[config.mk]
export PLATFORM = sky130hd
export DESIGN_NAME = algo_nror1w_wrsched
export DESIGN_NICKNAME = d
export VERILOG_FILES = /design/src/rtl/algo_nror1w_wrsched.sv
export SDC_FILE = /design/constraint.sdc
export NUM_CORES = 1
export LEC_CHECK = 0
export CAP_MARGIN = 0
export CORE_AREA = 2 2 128 130
export DETAILED_ROUTE_END_ITERATION = 8
export DIE_AREA = 0 0 130 132
export HOLD_SLACK_MARGIN = 0.12
export PLACE_DENSITY = 0.72
export SYNTH_ARGS = -nofsm -noshare
export SYNTH_HDL_FRONTEND = slang
export SYNTH_SLANG_ARGS = --single-unit
[constraint.sdc]
create_clock -name clk -period 3.2 [get_ports clk]
set_input_delay 0.64 -clock clk [delete_from_list [all_inputs] [get_ports clk]]
set_output_delay 0.64 -clock clk [all_outputs]
set_load 0.02 [all_outputs]
[src/rtl/algo_nror1w_wrsched.sv]
// Write-port scheduler for the duplicated nR1W algo top.
// After reset it sweeps every address with INITVAL. Once the sweep completes,
// it shares the single write port among NUMWRRQ requesters in round-robin order.
// Reads are blocked until the sweep has finished.
module algo_nror1w_wrsched #(
    parameter int WIDTH   = 32,
    parameter int NUMADDR = 8192,
    parameter int BITADDR = 13,
    parameter int NUMRDPT = 4,
    parameter int NUMWRRQ = 3,
    parameter int BITWRRQ = 2,
    parameter logic [WIDTH-1:0] INITVAL = '0
) (
    input  logic                       clk,
    input  logic                       rst,
    input  logic                       reinit,
    input  logic [NUMWRRQ-1:0]         rq_vld,
    input  logic [NUMWRRQ*BITADDR-1:0] rq_adr,
    input  logic [NUMWRRQ*WIDTH-1:0]   rq_bw,
    input  logic [NUMWRRQ*WIDTH-1:0]   rq_din,
    output logic [NUMWRRQ-1:0]         rq_rdy,
    input  logic [NUMRDPT-1:0]         rd_in,
    output logic [NUMRDPT-1:0]         read,
    output logic [NUMRDPT-1:0]         rd_blk,
    output logic                       write,
    output logic [BITADDR-1:0]         wr_adr,
    output logic [WIDTH-1:0]           bw,
    output logic [WIDTH-1:0]           din,
    output logic                       init_done
);

    localparam logic [0:0]         INIT    = 1'b0;
    localparam logic [0:0]         RUN     = 1'b1;
    localparam logic [BITADDR-1:0] LASTADR = BITADDR'(NUMADDR - 1);
    localparam logic [BITWRRQ-1:0] LASTRQ  = BITWRRQ'(NUMWRRQ - 1);
    localparam logic [BITWRRQ:0]   NUMRQW  = (BITWRRQ + 1)'(NUMWRRQ);

    logic [0:0]         state;
    logic [BITADDR-1:0] cnt;
    logic [BITWRRQ-1:0] rrPtr;

    logic [NUMWRRQ-1:0] grant;
    logic [BITWRRQ-1:0] grantIdx;
    logic               anyGrant;
    logic [BITWRRQ:0]   probe;
    logic [BITWRRQ-1:0] probeIdx;
    logic [BITWRRQ-1:0] nextPtr;

    logic [BITADDR-1:0] selAdr;
    logic [WIDTH-1:0]   selBw;
    logic [WIDTH-1:0]   selDin;

    logic runActive;
    assign runActive = !rst && (state == RUN);

    // Round-robin search starting at rrPtr; reinit suppresses any grant that cycle
    always_comb begin
        grant    = '0;
        grantIdx = '0;
        anyGrant = 1'b0;
        probe    = '0;
        probeIdx = '0;
        if (runActive && !reinit) begin
            for (int k = 0; k < NUMWRRQ; k++) begin
                probe = {1'b0, rrPtr} + (BITWRRQ + 1)'(k);
                if (probe >= NUMRQW) begin
                    probe = probe - NUMRQW;
                end
                probeIdx = probe[BITWRRQ-1:0];
                if (!anyGrant && rq_vld[probeIdx]) begin
                    anyGrant = 1'b1;
                    grantIdx = probeIdx;
                end
            end
            if (anyGrant) begin
                grant[grantIdx] = 1'b1;
            end
        end
    end

    // Pointer moves to the requester just after the one granted
    always_comb begin
        nextPtr = grantIdx + BITWRRQ'(1);
        if (grantIdx == LASTRQ) begin
            nextPtr = '0;
        end
    end

    // Pick the payload of the granted requester
    always_comb begin
        selAdr = '0;
        selBw  = '0;
        selDin = '0;
        for (int i = 0; i < NUMWRRQ; i++) begin
            if (grant[i]) begin
                selAdr = rq_adr[i*BITADDR +: BITADDR];
                selBw  = rq_bw[i*WIDTH +: WIDTH];
                selDin = rq_din[i*WIDTH +: WIDTH];
            end
        end
    end

    assign rq_rdy = grant;
    assign read   = runActive ? rd_in : '0;
    assign rd_blk = (!rst && (state == INIT)) ? rd_in : '0;

    // Init sweep, then arbitrated writes; reinit sends RUN back to a fresh sweep
    always_ff @(posedge clk) begin
        if (rst) begin
            state     <= INIT;
            cnt       <= '0;
            rrPtr     <= '0;
            write     <= 1'b0;
            wr_adr    <= '0;
            bw        <= '0;
            din       <= '0;
            init_done <= 1'b0;
        end else if (state == INIT) begin
            write     <= 1'b1;
            wr_adr    <= cnt;
            bw        <= '1;
            din       <= INITVAL;
            init_done <= 1'b0;
            if (cnt == LASTADR) begin
                state <= RUN;
                cnt   <= '0;
            end else begin
                cnt <= cnt + BITADDR'(1);
            end
        end else begin
            init_done <= !reinit;
            if (reinit) begin
                state <= INIT;
                cnt   <= '0;
                write <= 1'b0;
            end else if (anyGrant) begin
                write  <= 1'b1;
                wr_adr <= selAdr;
                bw     <= selBw;
                din    <= selDin;
                rrPtr  <= nextPtr;
            end else begin
                write <= 1'b0;
            end
        end
    end

endmodule

==> out/summary.txt <==
status: complete, no violations
sequential-to-total area share from yosys stat: 0.385
wire per inst: 18.6 um
Mapped Cells: 603
synth warn: 0
number of enable flip-flop cells after synthesis: 0
GRT met1 Usage: 0.296
global-route wire length before repair: 32,800 um
Critical Path RT: 2560 ps
Final #Nets: 1,158
count of pins over their slew limit: 0
# Post-CTS Setup Buffers: 0
drt pass-1 iters: 5
fin cells: 1,135
mapped cell area: 4940 um2
Hold Crit Class: reg -> reg
CP most frequent cell: buf_4
DRC viols: 0
maxcap violations: 0
IO Pins: 331
fraction of registers with async set/reset: 0
post-synth net total: 847
fin crit period: 3070 ps
Worst Path Buf+Inv: 4
clk buf depth: 2
Post-synth top flop: dfxtp_1
hpwl dp: 15,700 um
Max VDD drop: 0.260 mV
critical path class: in -> out
CP Depth: 8
Final ANT Viol Nets: 0
Die W: 130 um
number of global-route vias before repair: 5,992
GR peak layer: met2
Critical Path AT: 2430 ps
number of synthesized register bits: 95
Cell variety after synth: 52
Power Dens Cells: 343 nW/um2
slowest stage delay, CP: 420 ps
hold path depth: 2
fmax: 325 MHz
fin util: 0.567
Final setup viols: 0
Worst-Margin Slew: 736 ps
top fanout value on the critical path: 4
Worst Clk Skew: 3.88 ps
flop2flop setup slack: 750 ps
grt total ovfl: 0
Placed Area: 8540 um2
Fin. Hold Viols: 0
largest net degree at the start of global routing: 44
Site Rows: 46
TritonCTS Sinks: 95
H-tree levels: 3
Core Region: 15,700 um2
met3 usage: 0.0698
clock root cell: clkbuf_16
clk slew on worst S/H paths: 70 ps
Area Overhead vs Synth: 80.4%
RePlAce Congestion: 0.855
RR Startpoint: rrPtr[1]
worst r2r dst: din[26]
max_slew headroom: 0.510
hold buffers post-CTS: 0
unrepaired setup endpoints after global routing: false
GRT Overall Usage: 0.243
Vias: 6,085
GR Util met2: 0.404
Resize count post-CTS: 1
Tcrit/Tclk final: 0.960
Leak: 0.00314 uW
Setup crit end: rq_rdy[1]
Cells after DPL: 1,119
CP endpoint kind: output pin
Ant. Diodes: 0
DIE AREA: 17,200 um2
CTS tree: built
Worst-Skew Late Latency: 350 ps
post-route cell area: 8920 um2
Worst Setup SP: reinit
Startpoint Class: input port
CP top delay family: simple AND/OR/NAND/NOR gates
Die Y: 132 um
Initial Util: 0.315
PortBufs: 330
Worst R2R Path Depth: 7
DRT iter0 DRCs: 461
Via density: 5.36
Crit-path slowest cell: clkdlybuf4s50_1
initial antenna violation count: 0
total wire length: 21,100 um
share of cells above drive strength 1: 0.0664
mean post-synth cell area: 8.20 um2
CTS buffer count: 9
crit path cell chain: clkdlybuf4s50_1, or3b_4, nor4_4, buf_4, and2_2, nand2_1, inv_1, buf_4
[cell families after synthesis]
family | synth area share
AO/OA/AOI/OAI | 0.354
XOR/XNOR | 0.00532
adder cells (fa/ha/maj) | 0.00760
buffers and inverters | 0.0603
flip-flops | 0.385
AND/OR/NAND/NOR | 0.188
[worst min-delay path by stage]
stage,startpoint,end,slack (ps)
6_report,din[1],din[1],460
5_1_grt,din[27],din[27],480
4_1_cts,din[4],din[4],460
3_5_place_dp,din[28],din[28],450
3_3_place_gp,din[28],din[28],450
2_1_floorplan,rrPtr[1],rrPtr[1],450
[state kept, by name (all words and copies together) (netlist names)]
register   count
bw            32
cnt           13
din           32
init_done      1
rrPtr          2
state          1
wr_adr        13
write          1
[metal layers]
metal	up-vias	routed length (um)
li1	2946	-
met1	2868	8730
met2	222	10300
met3	49	1370
met4	0	725
met5	-	0
[cell usage in the layout (no fill, tap or decap), types with 3 or more instances in the layout]
| master | synthesis | layout |
|---|---|---|
| a211oi_1 | 33 | 33 |
| a21boi_0 | 11 | 11 |
| a21oi_1 | 14 | 14 |
| a221oi_1 | 32 | 32 |
| a2bb2oi_1 | 9 | 9 |
| a31oi_1 | 7 | 7 |
| a32o_1 | 9 | 9 |
| and2_1 | 13 | 12 |
| buf_12 | 0 | 5 |
| buf_4 | 4 | 27 |
| bufinv_16 | 0 | 3 |
| clkbuf_16 | 0 | 9 |
| clkdlybuf4s50_1 | 0 | 326 |
| dfxtp_1 | 95 | 95 |
| ha_1 | 3 | 3 |
| inv_1 | 8 | 8 |
| nand2_1 | 30 | 29 |
| nand2b_1 | 3 | 3 |
| nand3_1 | 54 | 54 |
| nor2_1 | 71 | 70 |
| nor2b_1 | 4 | 4 |
| nor3_1 | 7 | 7 |
| o21ai_0 | 26 | 26 |
| o21ai_1 | 13 | 13 |
| o221ai_1 | 30 | 30 |
| o22ai_1 | 19 | 19 |
| o2bb2ai_1 | 17 | 17 |
[where the power goes]
group | switching [uW] | internal, uW
Clock | 499 | 792
Combinational | 192 | 350
Sequential | 17.3 | 1210
[worst reg2reg max path: stages (launching register included)]
cell	delay, ps
dfxtp_1	330
inv_1	60
ha_1	370
nor4bb_2	500
nor2_1	100
nand3_1	190
and2_1	640
o2bb2ai_1	190
[through the flow]
| step | setup TNS [ps] | hold slack [ps] | setup slack [ps] | total power, uW |
|---|---|---|---|---|
| 4_1_cts | 0 | 460 | 10.6 | 3090 |
| 6_report | 0 | 458 | 128 | 3060 |
| 3_3_place_gp | -113 | 445 | -113 | 1790 |
| 5_1_grt | 0 | 479 | 2.29 | 3170 |
| 3_5_place_dp | -119 | 445 | -119 | 1790 |
| 2_1_floorplan | 0 | 453 | 266 | 1390 |
[cell usage after synthesis, types with 2 or more instances]
master | number | area [um2]
nor4_1 | 3 | 18.8
a21o_1 | 2 | 15.0
a221oi_1 | 32 | 280
nor3b_1 | 2 | 15.0
a21oi_1 | 14 | 70.1
and2_1 | 13 | 81.3
and3_1 | 2 | 12.5
a31o_2 | 2 | 17.5
dfxtp_1 | 95 | 1900
a211oi_1 | 33 | 248
inv_1 | 8 | 30.0
a31oi_1 | 7 | 43.8
nor2b_1 | 4 | 25.0
buf_2 | 7 | 35.0
buf_1 | 2 | 7.51
o21ai_1 | 13 | 65.1
o21ai_0 | 26 | 130
nand3_1 | 54 | 270
nand2b_1 | 3 | 18.8
nor3_1 | 7 | 35.0
o31ai_1 | 2 | 15.0
o2bb2ai_1 | 17 | 149
nor2_1 | 71 | 267
a2bb2oi_1 | 9 | 78.8
nand2_1 | 30 | 113
ha_1 | 3 | 37.5
o211ai_1 | 2 | 15.0
clkbuf_1 | 45 | 169
buf_6 | 2 | 22.5
xor2_1 | 2 | 17.5
a21boi_0 | 11 | 82.6
o22ai_1 | 19 | 119
buf_4 | 4 | 30.0
a32o_1 | 9 | 90.1
o41ai_1 | 2 | 17.5
o221ai_1 | 30 | 263
[final cells by class]
cell class                 instances  area, um2
clock buffer                      10        239
clock inverter                     6        115
fill                            1436       6800
inverter                           9       33.8
multi-input combinational        439       2780
sequential                        95       1900
tap                              216        270
timing repair buffer             360       3580
(Power assumes the default switching activity.)
